--- config.mk ---
export PLATFORM = sky130hd
export DESIGN_NAME = pre_if_pc_gen
export DESIGN_NICKNAME = d
export VERILOG_FILES = /design/src/rtl/pre_if_pc_gen.sv
export SDC_FILE = /design/constraint.sdc
export NUM_CORES = 1
export LEC_CHECK = 0
export BUFFER_PORTS_ARGS = -buffer_cell sky130_fd_sc_hd__buf_2
export CAP_MARGIN = 10
export CORE_UTILIZATION = 35
export DETAILED_ROUTE_END_ITERATION = 8
export GPL_TIMING_DRIVEN = 0
export PLACE_DENSITY_LB_ADDON = 0.05
export SLEW_MARGIN = 25
export SYNTH_ARGS = -nofsm -noshare
export SYNTH_HDL_FRONTEND = slang
export SYNTH_SLANG_ARGS = --single-unit
export TNS_END_PERCENT = 5
--- constraint.sdc ---
create_clock -name clk -period 2.6 [get_ports clk]
set_clock_uncertainty 0.05 [all_clocks]
set_input_delay 0.26 -clock clk [delete_from_list [all_inputs] [get_ports clk]]
set_output_delay 0.26 -clock clk [all_outputs]
set_load 0.05 [all_outputs]
--- src/rtl/pre_if_pc_gen.sv ---
// Pre-IF stage: owns the fetch PC, issues fetch addresses to the I-cache
// CPU bus and arbitrates redirects (flush > buffered > branch > jump).
//
// state  | meaning
// -------+---------------------------------------------------------------
// S_REQ  | address on the bus (unless misaligned), waiting for addr_ok
// S_HOLD | address accepted by the cache, waiting for IF to take the PC
module pre_if_pc_gen #(
  parameter int              PC_W     = 32,
  parameter logic [PC_W-1:0] RESET_PC = 32'hBFC0_0000
) (
  input  logic            clk,
  input  logic            resetn,
  input  logic            IF_Wr,
  input  logic            exc_flush,
  input  logic [PC_W-1:0] exc_target,
  input  logic            branch_taken,
  input  logic [PC_W-1:0] branch_target,
  input  logic            jump_taken,
  input  logic [PC_W-1:0] jump_target,
  output logic            ibus_req,
  output logic [PC_W-1:0] ibus_addr,
  input  logic            ibus_addr_ok,
  output logic [PC_W-1:0] PREIF_PC,
  output logic            PREIF_ExceptType
);

  typedef enum logic {
    S_REQ  = 1'b0,
    S_HOLD = 1'b1
  } state_t;

  state_t          state_q, state_d;
  logic [PC_W-1:0] pc_q, pc_d;
  logic            pend_v, pend_v_d;
  logic [PC_W-1:0] pend_target, pend_target_d;

  logic mis;
  logic done;
  logic advance;

  assign mis              = (pc_q[1:0] != 2'b00);
  assign PREIF_ExceptType = mis;
  assign PREIF_PC         = pc_q;
  assign ibus_addr        = pc_q;

  // The request is gated by reset itself so it drops without waiting for an edge.
  assign ibus_req = resetn & (state_q == S_REQ) & ~mis;

  // A misaligned PC never goes to the bus, so it counts as done immediately.
  assign done    = mis | ((state_q == S_REQ) & ibus_addr_ok) | (state_q == S_HOLD);
  assign advance = done & IF_Wr;

  // Next PC, state and redirect buffer.
  always_comb begin
    pc_d          = pc_q;
    state_d       = state_q;
    pend_v_d      = pend_v;
    pend_target_d = pend_target;

    if (exc_flush) begin
      pc_d     = exc_target;
      state_d  = S_REQ;
      pend_v_d = 1'b0;
    end else if (advance) begin
      state_d  = S_REQ;
      pend_v_d = 1'b0;
      if (pend_v) begin
        pc_d = pend_target;
      end else if (branch_taken) begin
        pc_d = branch_target;
      end else if (jump_taken) begin
        pc_d = jump_target;
      end else begin
        pc_d = pc_q + PC_W'(4);
      end
    end else begin
      if ((state_q == S_REQ) && ibus_addr_ok && !IF_Wr) begin
        state_d = S_HOLD;
      end
      // A buffered jump may be replaced by a branch, never the other way round.
      if (branch_taken) begin
        pend_v_d      = 1'b1;
        pend_target_d = branch_target;
      end else if (jump_taken && !pend_v) begin
        pend_v_d      = 1'b1;
        pend_target_d = jump_target;
      end
    end
  end

  // State, PC and redirect buffer registers.
  always_ff @(posedge clk or negedge resetn) begin
    if (!resetn) begin
      state_q     <= S_REQ;
      pc_q        <= RESET_PC;
      pend_v      <= 1'b0;
      pend_target <= '0;
    end else begin
      state_q     <= state_d;
      pc_q        <= pc_d;
      pend_v      <= pend_v_d;
      pend_target <= pend_target_d;
    end
  end

endmodule

==> summary.md, run 1 <==
| Metric | Value |
|---|---|
| Status | `finished with violations` |
| Failing checks | `setup timing` |
| Mapped Nets | `683` |
| Clk Tree Root Cell | `clkbuf_16` |
| Critical path class | `flop to flop` |
| Synth area leader | `dfrtp_1` |
| Critical Path AT | `2.80 ns` |
| Required time of the critical path | `2.79 ns` |
| Die ar. | `14400 um^2` |
| R2R cell count | `6` |
| Slew Limit Fails | `0` |
| Effective utilization at floorplan | `36.3%` |
| Port bufs | `168` |
| Post-synth top cells | `nand2_1, o21ai_0, dfrtp_1` |
| Number of global-route vias before repair | `5069` |
| Leakage power | `0.00293 uW` |
| Worst Hold Path Cells | `3` |
| Final setup margin | `-0.0130 ns` |
| DRT antenna net count | `0` |
| Area grow syn2layout | `28.1%` |
| Gr ovfl total | `0` |
| Async set or reset register ratio after synthesis | `100%` |
| Worst vdd ir | `0.275 mV` |
| Area of the mapped netlist | `4860 um^2` |
| Clk_lat worst skew | `0.35 ns` |
| Slew HR | `36.1%` |
| Layout cells sized above 1 | `34.1%` |
| DR vias | `5413` |
| Core footprint | `13400 um^2` |
| Final hold violations | `0` |
| Final Util | `46.5%` |
| Number of diodes | `0` |
| Row cnt | `42` |
| Sequential-to-total area share from yosys stat | `34.2%` |
| Total wire length | `20400 um` |
| CTS tree | `yes` |
| Clk sinks | `66` |
| IO Count | `169` |
| DP HPWL | `14600 um` |
| CP Capture Type | `flop` |
| Synth top area cells | `dfrtp_1, mux2i_1, o21ai_0` |
| Critical path peak fanout | `10` |
| Post-CTS setup buffer count | `0` |
| Post-layout min period | `2.61 ns` |
| Total negative slack | `-0.0130 ns` |
| Post-DP Area | `5950 um^2` |
| Tcrit/Tclk final | `100%` |
| Unrepaired setup endpoints after global routing | `true` |
| Synth warn | `0` |
| Final setup violation count | `1` |
| GRT Total Usage | `28.9%` |
| Routed len/inst | `21.7 um` |
| CP Launch Type | `flop` |
| Top_reg_cell synth | `dfrtp_1` |
| Die width | `120 um` |
| CTS Buffer Depth | `2` |
| Initial DRT Pass Iterations | `5` |
| Die Height | `120 um` |
| Tightest Hold Check Type | `input pin to flop` |
| Initial antenna violation count | `0` |
| Reg clk slew, reported paths | `0.05 ns` |
| H-tree depth | `3` |
| Cells after synthesis | `579` |
| # Max-Cap Violations | `0` |
| Pwr per Cell Area | `644 nW/um^2` |
| Top-count cell post-synth | `nand2_1` |
| Layout net count | `864` |
| Final instance area | `6230 um^2` |
| Mean Syn Cell Area | `8.40 um^2` |
| Largest net degree at the start of global routing | `35` |
| Yosys cell types | `70` |
| Starting DRC count in detailed routing | `478` |
| Achievable Freq | `0.383 GHz` |
| #FFs+latches synth | `66` |
| DRC Markers | `0` |
| First-pass GRT wire length | `30200 um` |
| Vias per cell | `5.75` |
| Routability congestion estimate from global placement | `0.854` |
| Post-synth EDFFs | `0` |
| Number of buffers created by CTS | `9` |
| Worst slew pin tran | `0.958 ns` |
| Share of the synthesized area in the top cell type | `29.3%` |
[per-stage QoR]
| step | setup WS (ns) | hold WS (ns) | total power [uW] | std cells |
|---|---|---|---|---|
| 2_1_floorplan | 0.331 | -0.0856 | 2400 | 579 |
| 3_3_place_gp | 0.0172 | 0.405 | 2860 | 923 |
| 3_5_place_dp | -0.0291 | 0.205 | 2880 | 924 |
| 4_1_cts | 0.0253 | 0.0690 | 4010 | 941 |
| 5_1_grt | -0.0660 | 0.0861 | 4180 | 941 |
| 6_report | -0.0130 | 0.0733 | 4010 | 941 |
[repair_timing]
action,CTS,global route
setup endpoints to repair,2,30
hold buffers,1,0
gates resized for setup,1,5
hold endpoints to repair,26,0
[routing by layer]
layer / global-route usage [%] / share of wire (%)
met1: 39.4 / 43
met5: 0 / 0
met3: 4.52 / 9.0
met2: 43.8 / 44
met4: 15.1 / 3.7
[path summary, 6_finish.rpt]
check	start	to	slack, ns
setup / recovery	PREIF_PC[1]$_DFFE_PN0P_	PREIF_PC[30]$_DFFE_PN0P_	-0.01
hold / removal	exc_target[3]	PREIF_PC[3]$_DFFE_PN0P_	0.07
setup reg to reg	PREIF_PC[1]$_DFFE_PN0P_	PREIF_PC[30]$_DFFE_PN0P_	-0.01
hold reg to reg	pend_target[25]$_DFFE_PN0P_	pend_target[25]$_DFFE_PN0P_	0.43
max in group asynchronous	resetn	PREIF_PC[23]$_DFFE_PN1P_	1.51
min in group asynchronous	resetn	PREIF_PC[20]$_DFFE_PN0P_	0.37
[area by class of cell]
| type | instances | area [um^2] |
|---|---|---|
| tap | 176 | 220 |
| clock buffer | 12 | 236 |
| inverter | 14 | 52.6 |
| multi-input combinational | 426 | 2740 |
| clock inverter | 4 | 20.0 |
| buffer | 73 | 425 |
| fill | 1372 | 7170 |
| timing repair buffer | 170 | 873 |
| sequential | 66 | 1660 |
[report_power, final]
group	internal (uW)	total (uW)	switching, uW	leakage, uW
combinational	479	1500	1020	0.00201
sequential	1210	1380	178	0.000792
clock	640	1130	490	0.000130
total	2330	4010	1680	0.00293
[worst max-delay path, cell delays in order (launching register included)]
cell	delay (ns)
dfrtp_1	0.46
o41ai_4	0.83
buf_1	0.65
nand2_1	0.13
o311ai_0	0.12
o21ai_0	0.17
o41ai_2	0.09
[cell usage in the layout (no fill, tap or decap), drive strengths merged, types with 3 or more instances in the layout]
| master | instances |
|---|---|
| a211o | 3 |
| a211oi | 4 |
| a21boi | 3 |
| a21oi | 39 |
| a221o | 5 |
| a221oi | 21 |
| a22oi | 9 |
| a2bb2oi | 4 |
| a31o | 4 |
| a31oi | 5 |
| a41oi | 3 |
| and2 | 4 |
| and3 | 10 |
| and4 | 5 |
| buf | 218 |
| clkbuf | 36 |
| clkinv | 6 |
| dfrtp | 57 |
| dfstp | 9 |
| inv | 12 |
| mux2i | 35 |
| nand2 | 66 |
| nand2b | 5 |
| nand3 | 13 |
| nand4 | 11 |
| nor2 | 37 |
| nor3 | 14 |
| nor4 | 3 |
| o211ai | 6 |
| o21ai | 66 |
| o31ai | 6 |
| or3 | 5 |
| xnor2 | 5 |
| xor2 | 10 |
[registers in the layout (all words and copies together) (netlist names)]
name,cells
pend_target,32
PREIF_PC,32
pend_v,1
state_q,1
[logic make-up after synthesis]
logic type               synth area share, %
adder cells (fa/ha/maj)                0.257
AO/OA/AOI/OAI                           26.5
multiplexers                            7.43
AND/OR/NAND/NOR                         19.1
flip-flops                              34.2
XOR/XNOR                                2.70
buffers and inverters                   9.77
Note: power is estimated with default switching activity, not from simulation.
==> run 2, diff against run 1 <==
==> constraint.sdc (replaced) <==
create_clock -name clk -period 2.5 [get_ports clk]
set_clock_uncertainty 0.05 [all_clocks]
set_input_delay 0.25 -clock clk [delete_from_list [all_inputs] [get_ports clk]]
set_output_delay 0.25 -clock clk [all_outputs]
set_load 0.05 [all_outputs]
==> summary.md, run 2 (same netlist as run 1, synthesis figures left out) <==
| Metric | Value |
|---|---|
| Core footprint | `13400 um^2 (unchanged)` |
| GRT Total Usage | `28.8% (was 28.9%)` |
| Final hold violations | `0 (unchanged)` |
| Total wire length | `20400 um (about the same)` |
| Worst R2R Start | `PREIF_PC[1]$_DFFE_PN0P_ (unchanged)` |
| Sequential cell area | `1660 um^2 (unchanged)` |
| Initial antenna violation count | `0 (unchanged)` |
| Required time of the critical path | `2.67 ns (was 2.79 ns)` |
| R2R Setup Slk | `0.11 ns (was -0.01 ns)` |
| Layout fillers | `1371 (was 1372)` |
| # Max-Cap Violations | `0 (unchanged)` |
| Die Height | `120 um (unchanged)` |
| DRT antenna net count | `0 (unchanged)` |
| Starting DRC count in detailed routing | `430 (was 478)` |
| Slew HR | `35.9% (was 36.1%)` |
| Hold Worst Slack | `0.0628 ns (was 0.0733 ns)` |
| Gr ovfl total | `0 (unchanged)` |
| Routability congestion estimate from global placement | `0.854 (unchanged)` |
| Largest net degree at the start of global routing | `35 (unchanged)` |
| Met3 Use GR | `4.52% (unchanged)` |
| DRC Markers | `0 (unchanged)` |
| Final Util | `46.5% (about the same)` |
| Status | `completed (was finished with violations)` |
| CP Launch Type | `flop (unchanged)` |
| GRT Max-Usage Layer | `met2 (unchanged)` |
| Slew Limit Fails | `0 (unchanged)` |
| Clk_lat worst skew | `0.35 ns (about the same)` |
| Commonest non-fill, non-tap cell in the layout | `buf_2 (unchanged)` |
| Clk sinks | `66 (unchanged)` |
| Number of buffers created by CTS | `9 (unchanged)` |
| Tcrit/Tclk final | `95.6% (was 100%)` |
| Reg clk slew, reported paths | `0.06 ns (was 0.05 ns)` |
| DP HPWL | `14600 um (unchanged)` |
| Area grow syn2layout | `28.2% (was 28.1%)` |
| Post-CTS setup buffer count | `0 (unchanged)` |
| M1 GR Usage | `39.5% (was 39.4%)` |
| Layout net count | `864 (unchanged)` |
| Effective utilization at floorplan | `36.3% (unchanged)` |
| Unrepaired setup endpoints after global routing | `true (unchanged)` |
| DR vias | `5392 (was 5413)` |
| Post-layout min period | `2.39 ns (was 2.61 ns)` |
| Die ar. | `14400 um^2 (unchanged)` |
| Critical Path AT | `2.56 ns (was 2.80 ns)` |
| Die width | `120 um (unchanged)` |
| Critical path class | `flop to flop (unchanged)` |
| Total negative slack | `0 ns (was -0.0130 ns)` |
| Leakage power | `0.00294 uW (was 0.00293 uW)` |
| Clk Tree Root Cell | `clkbuf_16 (unchanged)` |
| Routed len/inst | `21.7 um (about the same)` |
| Number of global-route vias before repair | `5069 (unchanged)` |
| Final setup margin | `0.111 ns (was -0.0130 ns)` |
| R2R cell count | `5 (was 6)` |
| Critical R2R Capture | `PREIF_PC[5]$_DFFE_PN0P_ (was PREIF_PC[30]$_DFFE_PN0P_)` |
| IO Count | `169 (unchanged)` |
| Final setup violation count | `0 (was 1)` |
| H-tree depth | `3 (unchanged)` |
| Vias per cell | `5.73 (was 5.75)` |
| Worst slew pin tran | `0.961 ns (was 0.958 ns)` |
| Port bufs | `168 (unchanged)` |
| Critical path peak fanout | `10 (unchanged)` |
| CTS tree | `yes (unchanged)` |
| Layout cells sized above 1 | `34.8% (was 34.1%)` |
| Initial DRT Pass Iterations | `6 (was 5)` |
| Number of diodes | `0 (unchanged)` |
| Worst vdd ir | `0.286 mV (was 0.275 mV)` |
| Row cnt | `42 (unchanged)` |
| Crit path from | `PREIF_PC[1]$_DFFE_PN0P_ (unchanged)` |
| Tightest Hold Check Type | `input pin to flop (unchanged)` |
| Crit path capture | `PREIF_PC[5]$_DFFE_PN0P_ (was PREIF_PC[30]$_DFFE_PN0P_)` |
| Pre-CTS setup slack | `-0.129 ns (was -0.0291 ns)` |
| Achievable Freq | `0.419 GHz (was 0.383 GHz)` |
| Commonest cells after routing, fill and taps aside | `buf_2, nand2_1, o21ai_0 (unchanged)` |
| Pwr per Cell Area | `669 nW/um^2 (was 644 nW/um^2)` |
| CTS Buffer Depth | `2 (unchanged)` |
| CP Capture Type | `flop (unchanged)` |
| Area of the multi-input gates | `2740 um^2 (about the same)` |
| First-pass GRT wire length | `30200 um (about the same)` |
| Met2 Use GR | `43.6% (was 43.8%)` |
[run 2: cell types whose count changed in the layout (fill, tap and decap cells not counted), sizes merged]
cell / change
clkbuf: +2
buf: -2
[run 2: worst min path at each step]
stage / from / depth (start not counted) / endpoint / slack (ns)
2_1_floorplan: resetn / 0 / PREIF_PC[0]$_DFFE_PN0P_ / -0.1
3_3_place_gp: pend_target[21]$_DFFE_PN0P_ / 2 / pend_target[21]$_DFFE_PN0P_ / 0.41
3_5_place_dp: resetn / 1 / PREIF_PC[30]$_DFFE_PN0P_ / 0.20
4_1_cts: exc_target[3] / 3 / PREIF_PC[3]$_DFFE_PN0P_ / 0.06
5_1_grt: exc_target[3] / 3 / PREIF_PC[3]$_DFFE_PN0P_ / 0.08
6_report: exc_target[3] / 3 / PREIF_PC[3]$_DFFE_PN0P_ / 0.06
[run 2: final cells by class]
type,instances,share of cell area [%]
Multi-Input combinational cell,426,44.0
Sequential cell,66,26.7
Timing Repair Buffer,170,14.0
Buffer,73,6.90
Clock buffer,12,3.79
Tap cell,176,3.53
Inverter,14,0.843
Clock inverter,4,0.321
[run 2: worst max-delay path: stages, from the launching register on]
cell	delay [ns]
dfrtp_1	0.46
o41ai_4	0.83
clkbuf_2	0.48
nor2_1	0.21
o21ai_0	0.13
o21ai_0	0.10
[run 2: through the flow]
step / total power (uW) / instances / area (um^2)
3_5_place_dp: 3000 / 924 / 5950
6_report: 4170 / 941 / 6240
2_1_floorplan: 2500 / 579 / 4870
4_1_cts: 4180 / 941 / 6230
5_1_grt: 4340 / 941 / 6240
3_3_place_gp: 2970 / 923 / 5930
[run 2: power by group]
part           switching, uW  internal (uW)
clock                    507            666
combinational           1060            500
sequential               185           1250
total                   1750           2420
[run 2: repair_timing]
action	in CTS	in global routing
hold endpoints to repair	26	0
hold buffers	1	0
gates resized for setup	4	7
gates cloned	0	0
setup endpoints to repair	12	41
[run 2: per-layer routing]
metal  vias to the layer above  share of wire (%)
li1                       2485                  -
met1                      2555                 44
met2                       305                 44
met3                        47                8.5
met4                         0                4.0
met5                         -                  0
